$ cat config.mk
export PLATFORM = sky130hd
export DESIGN_NAME = ballot_tally_bank
export DESIGN_NICKNAME = d
export VERILOG_FILES = /design/src/rtl/evm_pkg.sv /design/src/rtl/sat_counter.sv /design/src/rtl/ballot_tally_bank.sv
export SDC_FILE = /design/constraint.sdc
export NUM_CORES = 1
export LEC_CHECK = 0
export ABC_AREA = 1
export ABC_CLOCK_PERIOD_IN_PS = 2700
export CORE_UTILIZATION = 60
export DETAILED_ROUTE_END_ITERATION = 10
export GPL_ROUTABILITY_DRIVEN = 0
export PLACE_DENSITY = 0.9
export REMOVE_ABC_BUFFERS = 1
export SLEW_MARGIN = 5
export SYNTH_ARGS = -nofsm -noshare
export SYNTH_HDL_FRONTEND = slang
export SYNTH_HIERARCHICAL = 1
export SYNTH_SLANG_ARGS = --single-unit
$ cat constraint.sdc
create_clock -name clk -period 2.7 [get_ports clk]
set_clock_uncertainty 0.05 [all_clocks]
set_input_delay 0.405 -clock clk [delete_from_list [all_inputs] [get_ports clk]]
set_output_delay 0.405 -clock clk [all_outputs]
set_load 0.03 [all_outputs]
$ cat src/rtl/evm_pkg.sv
// Shared types for the EVM ballot datapath.
// Poll-session state encoding and counter saturation helper.
package evm_pkg;

  typedef enum logic [1:0] {
    IDLE   = 2'd0,
    OPEN   = 2'd1,
    COMMIT = 2'd2,
    CLOSED = 2'd3
  } poll_state_t;

  function automatic logic [31:0] sat_max(input int unsigned w);
    return (32'd1 << w) - 32'd1;
  endfunction

endpackage

$ cat src/rtl/sat_counter.sv
// Saturating up-counter with synchronous clear.
// Holds at all-ones; at_max flags the held value.
module sat_counter
  import evm_pkg::*;
#(
  parameter int W = 8
) (
  input  logic         clk,
  input  logic         rst_n,
  input  logic         inc,
  input  logic         clr,
  output logic [W-1:0] count,
  output logic         at_max
);

  localparam logic [W-1:0] MAX = W'(sat_max(W));

  logic [W-1:0] count_q;

  always_ff @(posedge clk or negedge rst_n) begin
    if (!rst_n) begin
      count_q <= '0;
    end else if (clr) begin
      count_q <= '0;
    end else if (inc && !at_max) begin
      count_q <= count_q + W'(1);
    end
  end

  assign count  = count_q;
  assign at_max = (count_q == MAX);

endmodule

$ cat src/rtl/ballot_tally_bank.sv
// Multi-candidate ballot store: saturating tallies behind a
// poll-session FSM, readable only once the poll is closed.
module ballot_tally_bank
  import evm_pkg::*;
#(
  parameter int NUM_CANDIDATES = 8,
  parameter int CAND_W         = 4,
  parameter int COUNT_W        = 8,
  parameter int TOTAL_W        = 12
) (
  input  logic               clk,
  input  logic               rst_n,
  input  logic               poll_open,
  input  logic               poll_close,
  input  logic               clear,
  input  logic               vote_valid,
  input  logic [CAND_W-1:0]  vote_candidate,
  output logic               vote_ready,
  input  logic [CAND_W-1:0]  rd_addr,
  output logic [COUNT_W-1:0] rd_count,
  output logic [TOTAL_W-1:0] total_votes,
  output logic [TOTAL_W-1:0] rejected_votes,
  output logic [CAND_W-1:0]  last_candidate,
  output logic               saturated,
  output logic [1:0]         poll_state
);

  localparam logic [CAND_W:0] NUM_C = (CAND_W+1)'(NUM_CANDIDATES);

  poll_state_t         state_q;
  logic [CAND_W-1:0]   last_q;
  logic [COUNT_W-1:0]  rd_count_q;
  logic [COUNT_W-1:0]  rd_sel;
  logic                accept;
  logic                in_range;
  logic                clr_all;
  logic                total_max;
  logic                rej_max;

  logic [COUNT_W-1:0]        tally [NUM_CANDIDATES];
  logic [NUM_CANDIDATES-1:0] tally_max;

  // close beats a same-cycle vote
  assign vote_ready = (state_q == OPEN) && !poll_close;
  assign accept     = vote_valid && vote_ready;
  assign in_range   = ({1'b0, vote_candidate} < NUM_C);
  assign clr_all    = clear && (state_q == CLOSED);

  for (genvar i = 0; i < NUM_CANDIDATES; i++) begin : g_tally
    sat_counter #(.W(COUNT_W)) u_tally (
      .clk    (clk),
      .rst_n  (rst_n),
      .inc    (accept && in_range &&
               (vote_candidate == CAND_W'(i))),
      .clr    (clr_all),
      .count  (tally[i]),
      .at_max (tally_max[i])
    );
  end

  sat_counter #(.W(TOTAL_W)) u_total (
    .clk    (clk),
    .rst_n  (rst_n),
    .inc    (accept && in_range),
    .clr    (clr_all),
    .count  (total_votes),
    .at_max (total_max)
  );

  sat_counter #(.W(TOTAL_W)) u_rejected (
    .clk    (clk),
    .rst_n  (rst_n),
    .inc    (accept && !in_range),
    .clr    (clr_all),
    .count  (rejected_votes),
    .at_max (rej_max)
  );

  // counters only fall on clear/reset, so the OR is sticky
  assign saturated = (|tally_max) || total_max || rej_max;

  always_ff @(posedge clk or negedge rst_n) begin
    if (!rst_n) begin
      state_q <= IDLE;
    end else begin
      unique case (state_q)
        IDLE:    if (poll_open) state_q <= OPEN;
        OPEN: begin
          if (poll_close)  state_q <= CLOSED;
          else if (accept) state_q <= COMMIT;
        end
        COMMIT:  state_q <= OPEN;
        CLOSED:  if (clear) state_q <= IDLE;
        default: state_q <= IDLE;
      endcase
    end
  end

  always_ff @(posedge clk or negedge rst_n) begin
    if (!rst_n) begin
      last_q <= '0;
    end else if (clr_all) begin
      last_q <= '0;
    end else if (accept && in_range) begin
      last_q <= vote_candidate;
    end
  end

  always_comb begin
    rd_sel = '0;
    for (int i = 0; i < NUM_CANDIDATES; i++) begin
      if (rd_addr == CAND_W'(i)) rd_sel = tally[i];
    end
  end

  // tallies stay secret until the poll is closed
  always_ff @(posedge clk or negedge rst_n) begin
    if (!rst_n) begin
      rd_count_q <= '0;
    end else begin
      rd_count_q <= (state_q == CLOSED) ? rd_sel : '0;
    end
  end

  assign rd_count       = rd_count_q;
  assign last_candidate = last_q;
  assign poll_state     = state_q;

endmodule
==> results.tsv <==
stage	metric	value	unit
status	run_status	finished, final reports clean	
sta	timing.max_slew.rel_slack	17.4	%
flow_run	maxCapViolCount	0	
placement	io_buffers	53	
worst_setup_path	cp-start-kind	flip-flop	
synth	netlist_instances	990	
pwr	p_sw	0.00161	W
global_routing	groute.layer.met3.usage	4.68	%
routing	drt-initial-drc-count	662	
worst_setup_path	cell_repeated_most_along_the_worst_path	sky130_fd_sc_hd__nand3_1	
clock_tree	clk_pin_slew_worst_paths	70	ps
clock_tree	cts_num_sinks	102	
global_routing	globalRouteTotalUtil	30.2	%
sta	slew_violations	0	
worst_setup_path	critPathArrivalTime	2040	ps
global_routing	grt_first_pass_wirelength	28200	um
floorplanning	die_height	110	um
layout	num-nets-final	1089	
routing	drt-pass1-iter-count	5	
floorplanning	num_io_pins	54	
synth	cell_with_the_most_instances_after_synthesis	sky130_fd_sc_hd__nand2_1	
sta	clock.fmax	401	MHz
routing	dr_total_vias	6739	
floorplanning	num_rows	38	
clock_tree	cts.root.buffer_cell	sky130_fd_sc_hd__clkbuf_16	
synth	synth_area_per_cell	7.04	um^2
global_routing	grtUsageMet1	40.1	%
worst_setup_path	critical_path_class	reg2out	
clock_tree	cts_tree	built	
worst_setup_path	timing.critical_path.to_type	output pin	
synth	adder_cell_share_of_the_synthesized_area	1.80	%
routing	vias_per_cell	5.57	
placement	hpwl	12500	um
clock_tree	post_cts_setup_inserts	0	
global_routing	grt_pass1_vias	6162	
global_routing	antenna_found_initial	0	
clock_tree	clock_insertion_delay_worst_skew	360	ps
routing	ant_nets	0	
clock_tree	max_h_tree_level	3	
worst_hold_path	hold_path_class	in2async	
synth	synth_mux_area_share	0	%
floorplanning	initial_core_util	62.9	%
synth	synthesis.yosys.warnings	6	
synth	synthFlopType	sky130_fd_sc_hd__dfrtp_1	
worst_setup_path	worst_path_largest_cell_delay	450	ps
pwr	leakagePower	3.92	nW
routing	finalWirelength	16700	um
worst_setup_path	worstReg2RegStart	poll_state[1]$_DFFE_PN0P_	
synth	post-synth-top-area-fraction	36.6	%
sta	worstMarginPinSlew	1230	ps
worst_setup_path	cp-startpoint	u_total/count[1]$_DFFE_PN0P_	
sta	min_clock_period_post_route	2490	ps
sta	setup_viol	0	
sta	tns	0	ps
synth	post_synthesis_compound_gate_area_fraction	6.27	%
pwr	p_clk_share	28.4	%
worst_setup_path	reg2reg_setup_slack	430	ps
synth	ys_seq_area_share	36.6	%
layout	finalCoreUtilization	72.5	%
global_routing	groute.layer.met2.usage	48.7	%
layout	area_delta_synth_final	15.3	%
pwr	powerDensity	536	mW/mm^2
synth	commonest_cells_in_the_synthesized_netlist	sky130_fd_sc_hd__nand2_1, sky130_fd_sc_hd__inv_1, sky130_fd_sc_hd__nand3_1, sky130_fd_sc_hd__dfrtp_1, sky130_fd_sc_hd__nor2_1	
worst_setup_path	critPathBufInv	2	
routing	drt_drc_violations_left	0	
synth	post_synth_instance_area	0.00697	mm^2
synth	asyncSetResetFlopFracSynth	100	%
layout	fillCellCount	868	
worst_setup_path	critPathTopFamily	simple AND/OR/NAND/NOR gates	
worst_setup_path	path_cells	ha_1 -> nand2_2 -> inv_1 -> nand3_1 -> nor2_1 -> nor4_2 -> nand3_1 -> clkbuf_2	
sta	final_hold_viol_count	0	
global_routing	grt_max_degree	56	
routing	routed_wire_length_per_instance	13.8	um
synth	synth_top_cells_by_area	sky130_fd_sc_hd__dfrtp_1, sky130_fd_sc_hd__nand2_1, sky130_fd_sc_hd__nand3_1	
pwr	switching_share	37.3	%
synth	synth_enable_flop_cells	0	
sta	finalCritPeriodShare	92.3	%
worst_setup_path	worst_r2r_path_depth	10	
pwr	power.internal	0.00270	W
clock_tree	cts_buffers	9	
layout	antenna_fix_cells	0	
floorplanning	core_region_area	0.0111	mm^2
synth	synthSimpleGateAreaFrac	44.2	%
worst_setup_path	crit_required	2250	ps
synth	ys_seq_elements	102	
synth	xor_xnor_share_of_the_synthesized_area	1.51	%
pwr	seq_power_share	42.7	%
clock_tree	cts_max_path_buffers	2	
pwr	power.ir.vdd_worst	473	uV
worst_setup_path	worstSetupPathDepth	8	
synth	largest_family_of_logic_cells_by_synthesized_area	simple AND/OR/NAND/NOR gates	
synth	synth_largest_area_cell	sky130_fd_sc_hd__dfrtp_1	
floorplanning	die_w	110	um
synth	yosysUniqueCellTypes	35	
global_routing	grt-busiest-layer	met2	
sta	rsz0062_at_grt	no	
floorplanning	die-area	0.0120	mm^2
worst_setup_path	path_max_fanout	5	
layout	drive_above_1_share	12.4	%
pwr	combinationalPowerShare	28.9	%
worst_setup_path	critical-path-slowest-cell	sky130_fd_sc_hd__dfrtp_1	
worst_setup_path	reg2reg_to	g_tally[3].u_tally/count[2]$_DFFE_PN0P_	
worst_setup_path	critical_path.endpoint	saturated	
global_routing	overflow	0	
pwr	p_total	0.00430	W
logic make-up after synthesis:
kind of cell    Yosys count
simple gates            626
fa+ha+maj                10
compound gates           83
xor+xnor                 12
buf+inv                 157
flops                   102
per-stage QoR:
stage / area (um^2) / setup slack, ps / std cells / hold WS [ps]
after floorplan: 6890 / 90.7 / 982 / 59.4
after global placement: 7740 / 137 / 1193 / 244
after detailed placement: 7740 / 73.9 / 1193 / 242
after CTS: 8030 / 31.9 / 1209 / 403
after global routing: 8030 / 97.2 / 1209 / 447
final: 8030 / 207 / 1209 / 406
state kept, by name (all words and copies together), names as in the netlist:
name                   count
poll_state                 2
g_tally.u_tally/count     64
u_total/count             12
rd_count                   8
last_candidate             4
u_rejected/count          12
worst min path at each step:
stage | end | depth (start not counted) | start | slack, ps
CTS | last_candidate[3]$_DFFE_PN0P_ | 2 | rst_n | 400
detailed placement | u_rejected/count[2]$_DFFE_PN0P_ | 1 | rst_n | 240
global route | last_candidate[3]$_DFFE_PN0P_ | 2 | rst_n | 450
finish | last_candidate[3]$_DFFE_PN0P_ | 2 | rst_n | 410
floorplan | g_tally[0].u_tally/count[0]$_DFFE_PN0P_ | 0 | rst_n | 60
global placement | u_rejected/count[4]$_DFFE_PN0P_ | 1 | rst_n | 240
metal layers:
metal / up-vias / part of all wire, % / wire [um]
li1: 3327 / - / -
met1: 3098 / 44 / 7330
met2: 275 / 46 / 7750
met3: 39 / 7.1 / 1190
met4: 0 / 2.5 / 423
met5: - / 0 / 0
what timing repair did:
action	4_1_cts	5_1_grt
pin swaps	0	0
resized for setup	2	2
hold endpoints to repair	16	0
endpoints found under the setup margin	1	1
hold buffers	1	0
power groups by stage:
| stage | registers (W) | clock network, W | logic [W] |
|---|---|---|---|
| 2_1_floorplan | 0.00198 | 0 | 0.000636 |
| 3_3_place_gp | 0.00186 | 0 | 0.00120 |
| 3_5_place_dp | 0.00186 | 0 | 0.00123 |
| 4_1_cts | 0.00183 | 0.00125 | 0.00124 |
| 5_1_grt | 0.00186 | 0.00131 | 0.00138 |
| 6_report | 0.00184 | 0.00122 | 0.00125 |
final cells by class:
| type | instances | area, um^2 | share of cell area, % |
|---|---|---|---|
| flip-flops and latches | 102 | 2550 | 31.8 |
| inverters | 149 | 599 | 7.47 |
| clock buffers | 9 | 225 | 2.81 |
| well taps | 140 | 175 | 2.18 |
| clock inverters | 6 | 46.3 | 0.577 |
| repair buffers | 72 | 681 | 8.48 |
| multi-input cells | 731 | 3750 | 46.7 |
cell usage in the layout (no fill, tap or decap), drive strengths merged, types with 19 or more instances in the layout:
| master | count |
|---|---|
| nand3 | 115 |
| clkdlybuf4s50 | 51 |
| o21ai | 48 |
| a21oi | 28 |
| nand2 | 321 |
| inv | 143 |
| buf | 19 |
| nor2 | 125 |
| nand4 | 31 |
| dfrtp | 102 |
| nor3 | 25 |
No activity file was read; power rests on OpenSTA's default activity.
